==> src/rtl/serial_pkg.sv <==
// Shared types and helpers for the serial deserializer.
package serial_pkg;

    // Receive FSM states; StParity is only reachable in the parity build.
    typedef enum logic [1:0] {
        StIdle   = 2'd0,
        StData   = 2'd1,
        StParity = 2'd2
    } state_e;

    // Bits needed to count 0..width received bits.
    function automatic int unsigned cnt_width(input int unsigned width);
        return $clog2(width + 1);
    endfunction

endpackage

==> src/rtl/serial_deserializer.sv <==
// Serial-to-parallel deserializer, LSB first, with a valid/ready output register
// and a sticky overrun flag. Optional even-parity bit when SERIAL_DESER_PARITY_EN
// is defined; otherwise parity_err is constant 0 and no parity bit is expected.
module serial_deserializer #(
    parameter int unsigned WIDTH = 8
) (
    input  logic             clk,
    input  logic             rst,
    input  logic             serial_in,
    input  logic             serial_valid,
    input  logic             clear,
    output logic [WIDTH-1:0] data_out,
    output logic             data_valid,
    input  logic             data_ready,
    output logic             overrun,
    output logic             parity_err
);
    import serial_pkg::*;

    localparam int unsigned     CntW    = cnt_width(WIDTH);
    localparam logic [CntW-1:0] LastCnt = CntW'(WIDTH - 1);

    state_e           state_q, state_d;
    logic [CntW-1:0]  cnt_q, cnt_d;
    logic [WIDTH-1:0] shift_q, shift_d;
    logic [WIDTH-1:0] data_q, data_d;
    logic             valid_q, valid_d;
    logic             ovr_q, ovr_d;
    logic             perr_q, perr_d;

    logic             word_done;
    logic [WIDTH-1:0] word;
    logic             word_perr;
    logic [WIDTH-1:0] shifted;

    // New bit enters at the MSB so the first bit ends up in bit 0.
    assign shifted = {serial_in, shift_q[WIDTH-1:1]};

    // Receive FSM, output register and overrun next-state logic.
    always_comb begin
        state_d   = state_q;
        cnt_d     = cnt_q;
        shift_d   = shift_q;
        data_d    = data_q;
        valid_d   = valid_q;
        ovr_d     = ovr_q;
        perr_d    = perr_q;
        word_done = 1'b0;
        word      = shifted;
        word_perr = 1'b0;

        unique case (state_q)
            StIdle: begin
                if (serial_valid) begin
                    shift_d = shifted;
                    cnt_d   = CntW'(1);
                    state_d = StData;
                end
            end
            StData: begin
                if (serial_valid) begin
                    shift_d = shifted;
                    if (cnt_q == LastCnt) begin
`ifdef SERIAL_DESER_PARITY_EN
                        cnt_d   = CntW'(WIDTH);
                        state_d = StParity;
`else
                        word_done = 1'b1;
                        word      = shifted;
                        cnt_d     = '0;
                        state_d   = StIdle;
`endif
                    end else begin
                        cnt_d = cnt_q + 1'b1;
                    end
                end
            end
            StParity: begin
`ifdef SERIAL_DESER_PARITY_EN
                if (serial_valid) begin
                    // Even parity: data XOR parity bit must be 0.
                    word_done = 1'b1;
                    word      = shift_q;
                    word_perr = (^shift_q) ^ serial_in;
                    cnt_d     = '0;
                    state_d   = StIdle;
                end
`else
                cnt_d   = '0;
                state_d = StIdle;
`endif
            end
            default: begin
                cnt_d   = '0;
                state_d = StIdle;
            end
        endcase

        if (valid_q && data_ready) begin
            valid_d = 1'b0;
        end

        // A completing word is dropped only if the held word is not leaving this cycle.
        if (word_done) begin
            if (valid_q && !data_ready) begin
                ovr_d = 1'b1;
            end else begin
                data_d  = word;
                perr_d  = word_perr;
                valid_d = 1'b1;
            end
        end

        // Clear wins over everything, including a bit sampled this cycle.
        if (clear) begin
            state_d = StIdle;
            cnt_d   = '0;
            shift_d = shift_q;
            data_d  = data_q;
            perr_d  = perr_q;
            valid_d = 1'b0;
            ovr_d   = 1'b0;
        end
    end

    // State and output registers with asynchronous reset.
    always_ff @(posedge clk or posedge rst) begin
        if (rst) begin
            state_q <= StIdle;
            cnt_q   <= '0;
            shift_q <= '0;
            data_q  <= '0;
            valid_q <= 1'b0;
            ovr_q   <= 1'b0;
            perr_q  <= 1'b0;
        end else begin
            state_q <= state_d;
            cnt_q   <= cnt_d;
            shift_q <= shift_d;
            data_q  <= data_d;
            valid_q <= valid_d;
            ovr_q   <= ovr_d;
            perr_q  <= perr_d;
        end
    end

    assign data_out   = data_q;
    assign data_valid = valid_q;
    assign overrun    = ovr_q;
    assign parity_err = perr_q;

endmodule

==> config.mk <==
export PLATFORM = sky130hd
export DESIGN_NAME = serial_deserializer
export DESIGN_NICKNAME = d
export VERILOG_FILES = /design/src/rtl/serial_pkg.sv /design/src/rtl/serial_deserializer.sv
export SDC_FILE = /design/constraint.sdc
export NUM_CORES = 1
export LEC_CHECK = 0
export CORE_MARGIN = 3
export CORE_UTILIZATION = 53
export CTS_CLUSTER_SIZE = 30
export DETAILED_ROUTE_END_ITERATION = 8
export GPL_TIMING_DRIVEN = 0
export HOLD_SLACK_MARGIN = 0.02
export PLACE_DENSITY = 0.81
export SLEW_MARGIN = 10
export SYNTH_ARGS = -nofsm -noshare
export SYNTH_HDL_FRONTEND = slang
export SYNTH_SLANG_ARGS = --single-unit
==> constraint.sdc <==
create_clock -name clk -period 3.56 [get_ports clk]
set_input_delay 0.356 -clock clk [delete_from_list [all_inputs] [get_ports clk]]
set_output_delay 0.356 -clock clk [all_outputs]
set_load 0.03 [all_outputs]
==> summary.md <==
| Metric | Value |
|---|---|
| Capture point of the worst reg-to-reg path | `data_out[7]` |
| Final setup viols | `0` |
| Initial Util | `58.73%` |
| Pre-CTS setup slack | `approximately 1.3 ns` |
| Share of cells above drive strength 1 | `24.44%` |
| Post-CTS setup-driven buffer insertion count | `0` |
| Die W | `47.80 um` |
| MaxCap Viol Count | `0` |
| Setup slack on the worst flop-to-flop path | `1.69 ns` |
| Nature of the critical path startpoint | `primary input` |
| Class of the most critical setup path | `in2reg` |
| Synthesized-area fraction occupied by and/or/nand/nor cells | `12.16%` |
| Gate count of the mapped netlist | `72` |
| Period utilisation layout | `53.69%` |
| Initial DRT Pass Iterations | `4` |
| Post-detailed-route count of antenna-violating nets | `0` |
| Number of vias in the routed layout | `594` |
| Adder-Cell Fraction of Synth Area | `~1.4%` |
| Synthesized-area fraction occupied by xor and xnor cells | `0%` |
| Worst-path clk slew | `0.11 ns` |
| Final-layout setup total negative slack | `0 ns` |
| Fillers | `107` |
| Gp weighted congestion | `0.7715` |
| Largest family of logic cells by synthesized area | `multiplexers` |
| Worst Skew | `0.005468 ns` |
| IO buf count | `14` |
| CTS root buffer | `sky130_fd_sc_hd__clkbuf_4` |
| Cells on Worst Hold Path | `2` |
| Mean instance size in the synthesized netlist | `between 10 and 15 um2` |
| H-tree depth | `1` |
| Pwr dens | `433.8 nW/um2` |
| Hold WC Path Type | `in2reg` |
| Required time at the endpoint of the critical path | `about 3.8 ns` |
| DIE AREA | `2284 um2` |
| Final slew viol count | `0` |
| Post-synthesis sequential area ratio | `59.46%` |
| Synthesized net count | `79` |
| Min Tclk post-route | `1.912 ns` |
| Number of nets in the finished design | `98` |
| Reported leakage power | `0.0005007 uW` |
| Worst slew margin | `46.47%` |
| Post-synthesis instance area | `925.9 um2` |
| Via count of the first global-routing pass | `563` |
| Wire length of the first global-routing pass | `2.463 mm` |
| Worst endpoint data arrival time | `~2.1 ns` |
| Initial antenna violation count | `0` |
| Post-cts repair resize count | `0` |
| TritonCTS clock tree | `yes` |
| Highest achievable clock rate | `523.1 MHz` |
| DRC violation count after routing | `0` |
| Final hold violations | `0` |
| Average wire length per cell after detail routing | `13.40 um` |
| Overall die height | `47.80 um` |
| Max rail drop VDD | `287.2 uV` |
| Type of destination of the critical path | `flop` |
| Yosys cell types | `21` |
| Largest net degree at the start of global routing | `23` |
| Total congestion overflow after global routing | `0` |
| Total number of placement rows | `14` |
| Crit path max fanout | `8` |
| Cts bufs inserted | `3` |
| Status | `finished clean` |
| DRC violation total after the first TritonRoute iteration | `12` |
| HP Start | `clear` |
| Ratio of routed vias to standard cells | `5.604` |
| Final antenna diode count | `0` |
| Count of warnings emitted by yosys | `0` |
| Combined global-route utilization of all metal layers | `15.40%` |
| Clock network latency to the later pin of the worst-skew pair | `0.30 ns` |
| Worst reg2reg startpoint | `cnt_q[0]` |
| Layout-stage area growth over the synthesis result | `21.22%` |
| Number of buffers between clock root and the deepest sink | `2` |
| Total length of routed wires | `~1.4 mm` |
| Synthesized-area fraction occupied by ao, oa, aoi and oai cells | `5.946%` |
| Hold buffers post-CTS | `0` |
| Post-synthesis register bit count | `22` |
| Fraction of synthesized area in multiplexers | `between 10% and 20%` |
| Clk sink count | `22` |
| Worst-Margin Slew | `~0.80 ns` |
| Post-layout worst setup margin | `between 1.5 and 2 ns` |
| Cell depth of the worst flop-to-flop path | `4` |
| I/O pins | `17` |
| Post-DP HPWL | `1.056 mm` |
| Area of the core region | `1577 um2` |
| Setup repair after global routing missed its margin | `no` |
| Hold worst-path end | `overrun` |
how the worst max path moves through the flow:
stage | from | end | slack [ns] | depth (start not counted)
global placement | serial_valid | data_out[3] | 1.31 | 4
global route | cnt_q[0] | data_out[0] | 1.54 | 4
CTS | serial_valid | data_out[6] | 1.61 | 4
finish | serial_valid | data_out[7] | 1.65 | 4
floorplan | cnt_q[0] | data_out[7] | 1.91 | 4
detailed placement | serial_valid | data_out[3] | 1.29 | 4
state kept, by name, indices dropped and copies added, names as in the netlist:
| register | count |
|---|---|
| cnt_q | 4 |
| data_out | 8 |
| state_q | 1 |
| overrun | 1 |
| shift_q | 7 |
| data_valid | 1 |
cell usage after synthesis:
library cell,count,area share [%]
sky130_fd_sc_hd__a211oi_1,1,0.81
sky130_fd_sc_hd__a21oi_1,5,2.7
sky130_fd_sc_hd__a31oi_1,1,0.68
sky130_fd_sc_hd__and3_4,1,1.2
sky130_fd_sc_hd__buf_4,1,0.81
sky130_fd_sc_hd__clkbuf_1,1,0.41
sky130_fd_sc_hd__conb_1,1,0.41
sky130_fd_sc_hd__dfrtp_1,22,59
sky130_fd_sc_hd__ha_1,1,1.4
sky130_fd_sc_hd__inv_1,3,1.2
sky130_fd_sc_hd__mux2_2,15,18
sky130_fd_sc_hd__nand2_1,4,1.6
sky130_fd_sc_hd__nand2b_1,1,0.68
sky130_fd_sc_hd__nand3_1,1,0.54
sky130_fd_sc_hd__nor2_1,7,2.8
sky130_fd_sc_hd__nor2b_1,2,1.4
sky130_fd_sc_hd__nor3_1,1,0.54
sky130_fd_sc_hd__nor4b_4,1,2.6
sky130_fd_sc_hd__o21a_1,1,0.81
sky130_fd_sc_hd__o221ai_1,1,0.95
sky130_fd_sc_hd__or4_1,1,0.81
per-layer routing:
metal	share of wire, %	up-vias	track usage (%)
li1	-	287	-
met1	45	287	20.48
met2	50	18	25.59
met3	4.4	2	2.632
met4	0.35	0	4.839
met5	0	-	0
area by class of cell:
type,instances,area [um2],share of cell area [%]
Buffer,2,11.26,1.003
Clock buffer,4,36.28,3.233
Inverter,3,11.26,1.003
Multi-Input combinational cell,45,352.8,31.44
Sequential cell,22,550.5,49.05
Tap cell,16,20.02,1.784
Timing Repair Buffer,14,140.1,12.49
through the flow:
stage                     cell area, um2  utilization, %  hold slack [ns]  instances  power, uW
final                               1122           71.19           0.4411        106      486.9
after global routing                1122           71.19           0.4798        106      514.6
after CTS                           1122           71.19           0.4339        106      493.3
after detailed placement            1086           68.89           0.4866        102      360.3
after global placement              1086           68.89           0.4796        102      355.6
after floorplan                    925.9               -           0.3452         72      341.7
placed cells by master (no fill, tap or decap), types with 2 or more instances in the layout:
master                            Yosys  final
sky130_fd_sc_hd__dfrtp_1             22     22
sky130_fd_sc_hd__nand2_1              4      4
sky130_fd_sc_hd__nor2_1               7      7
sky130_fd_sc_hd__a21oi_1              5      5
sky130_fd_sc_hd__clkdlybuf4s50_1      0     14
sky130_fd_sc_hd__clkbuf_4             0      3
sky130_fd_sc_hd__nor2b_1              2      2
sky130_fd_sc_hd__inv_1                3      3
sky130_fd_sc_hd__mux2_2              15     15
critical path, cell delays in order:
cell and delay (ns):
sky130_fd_sc_hd__clkdlybuf4s50_1 0.59, sky130_fd_sc_hd__and3_4 0.25, sky130_fd_sc_hd__nor4b_4 0.50, sky130_fd_sc_hd__mux2_2 0.40
report_power, final:
part / switching [uW] / internal, uW
Combinational: 20.3 / 30.9
Sequential: 21.5 / 282
Clock: 70.5 / 62.3
cell families (layout without fill, tap and decap cells):
family                     Yosys count  count (layout)
AOI/OAI and AO/OA                    9               9
adders and majority gates            1               1
buffers and inverters                5              23
DFF                                 22              22
other                                1               1
muxes                               15              15
and+or+nand+nor                     19              19
No activity file was read; power rests on OpenSTA's default activity.
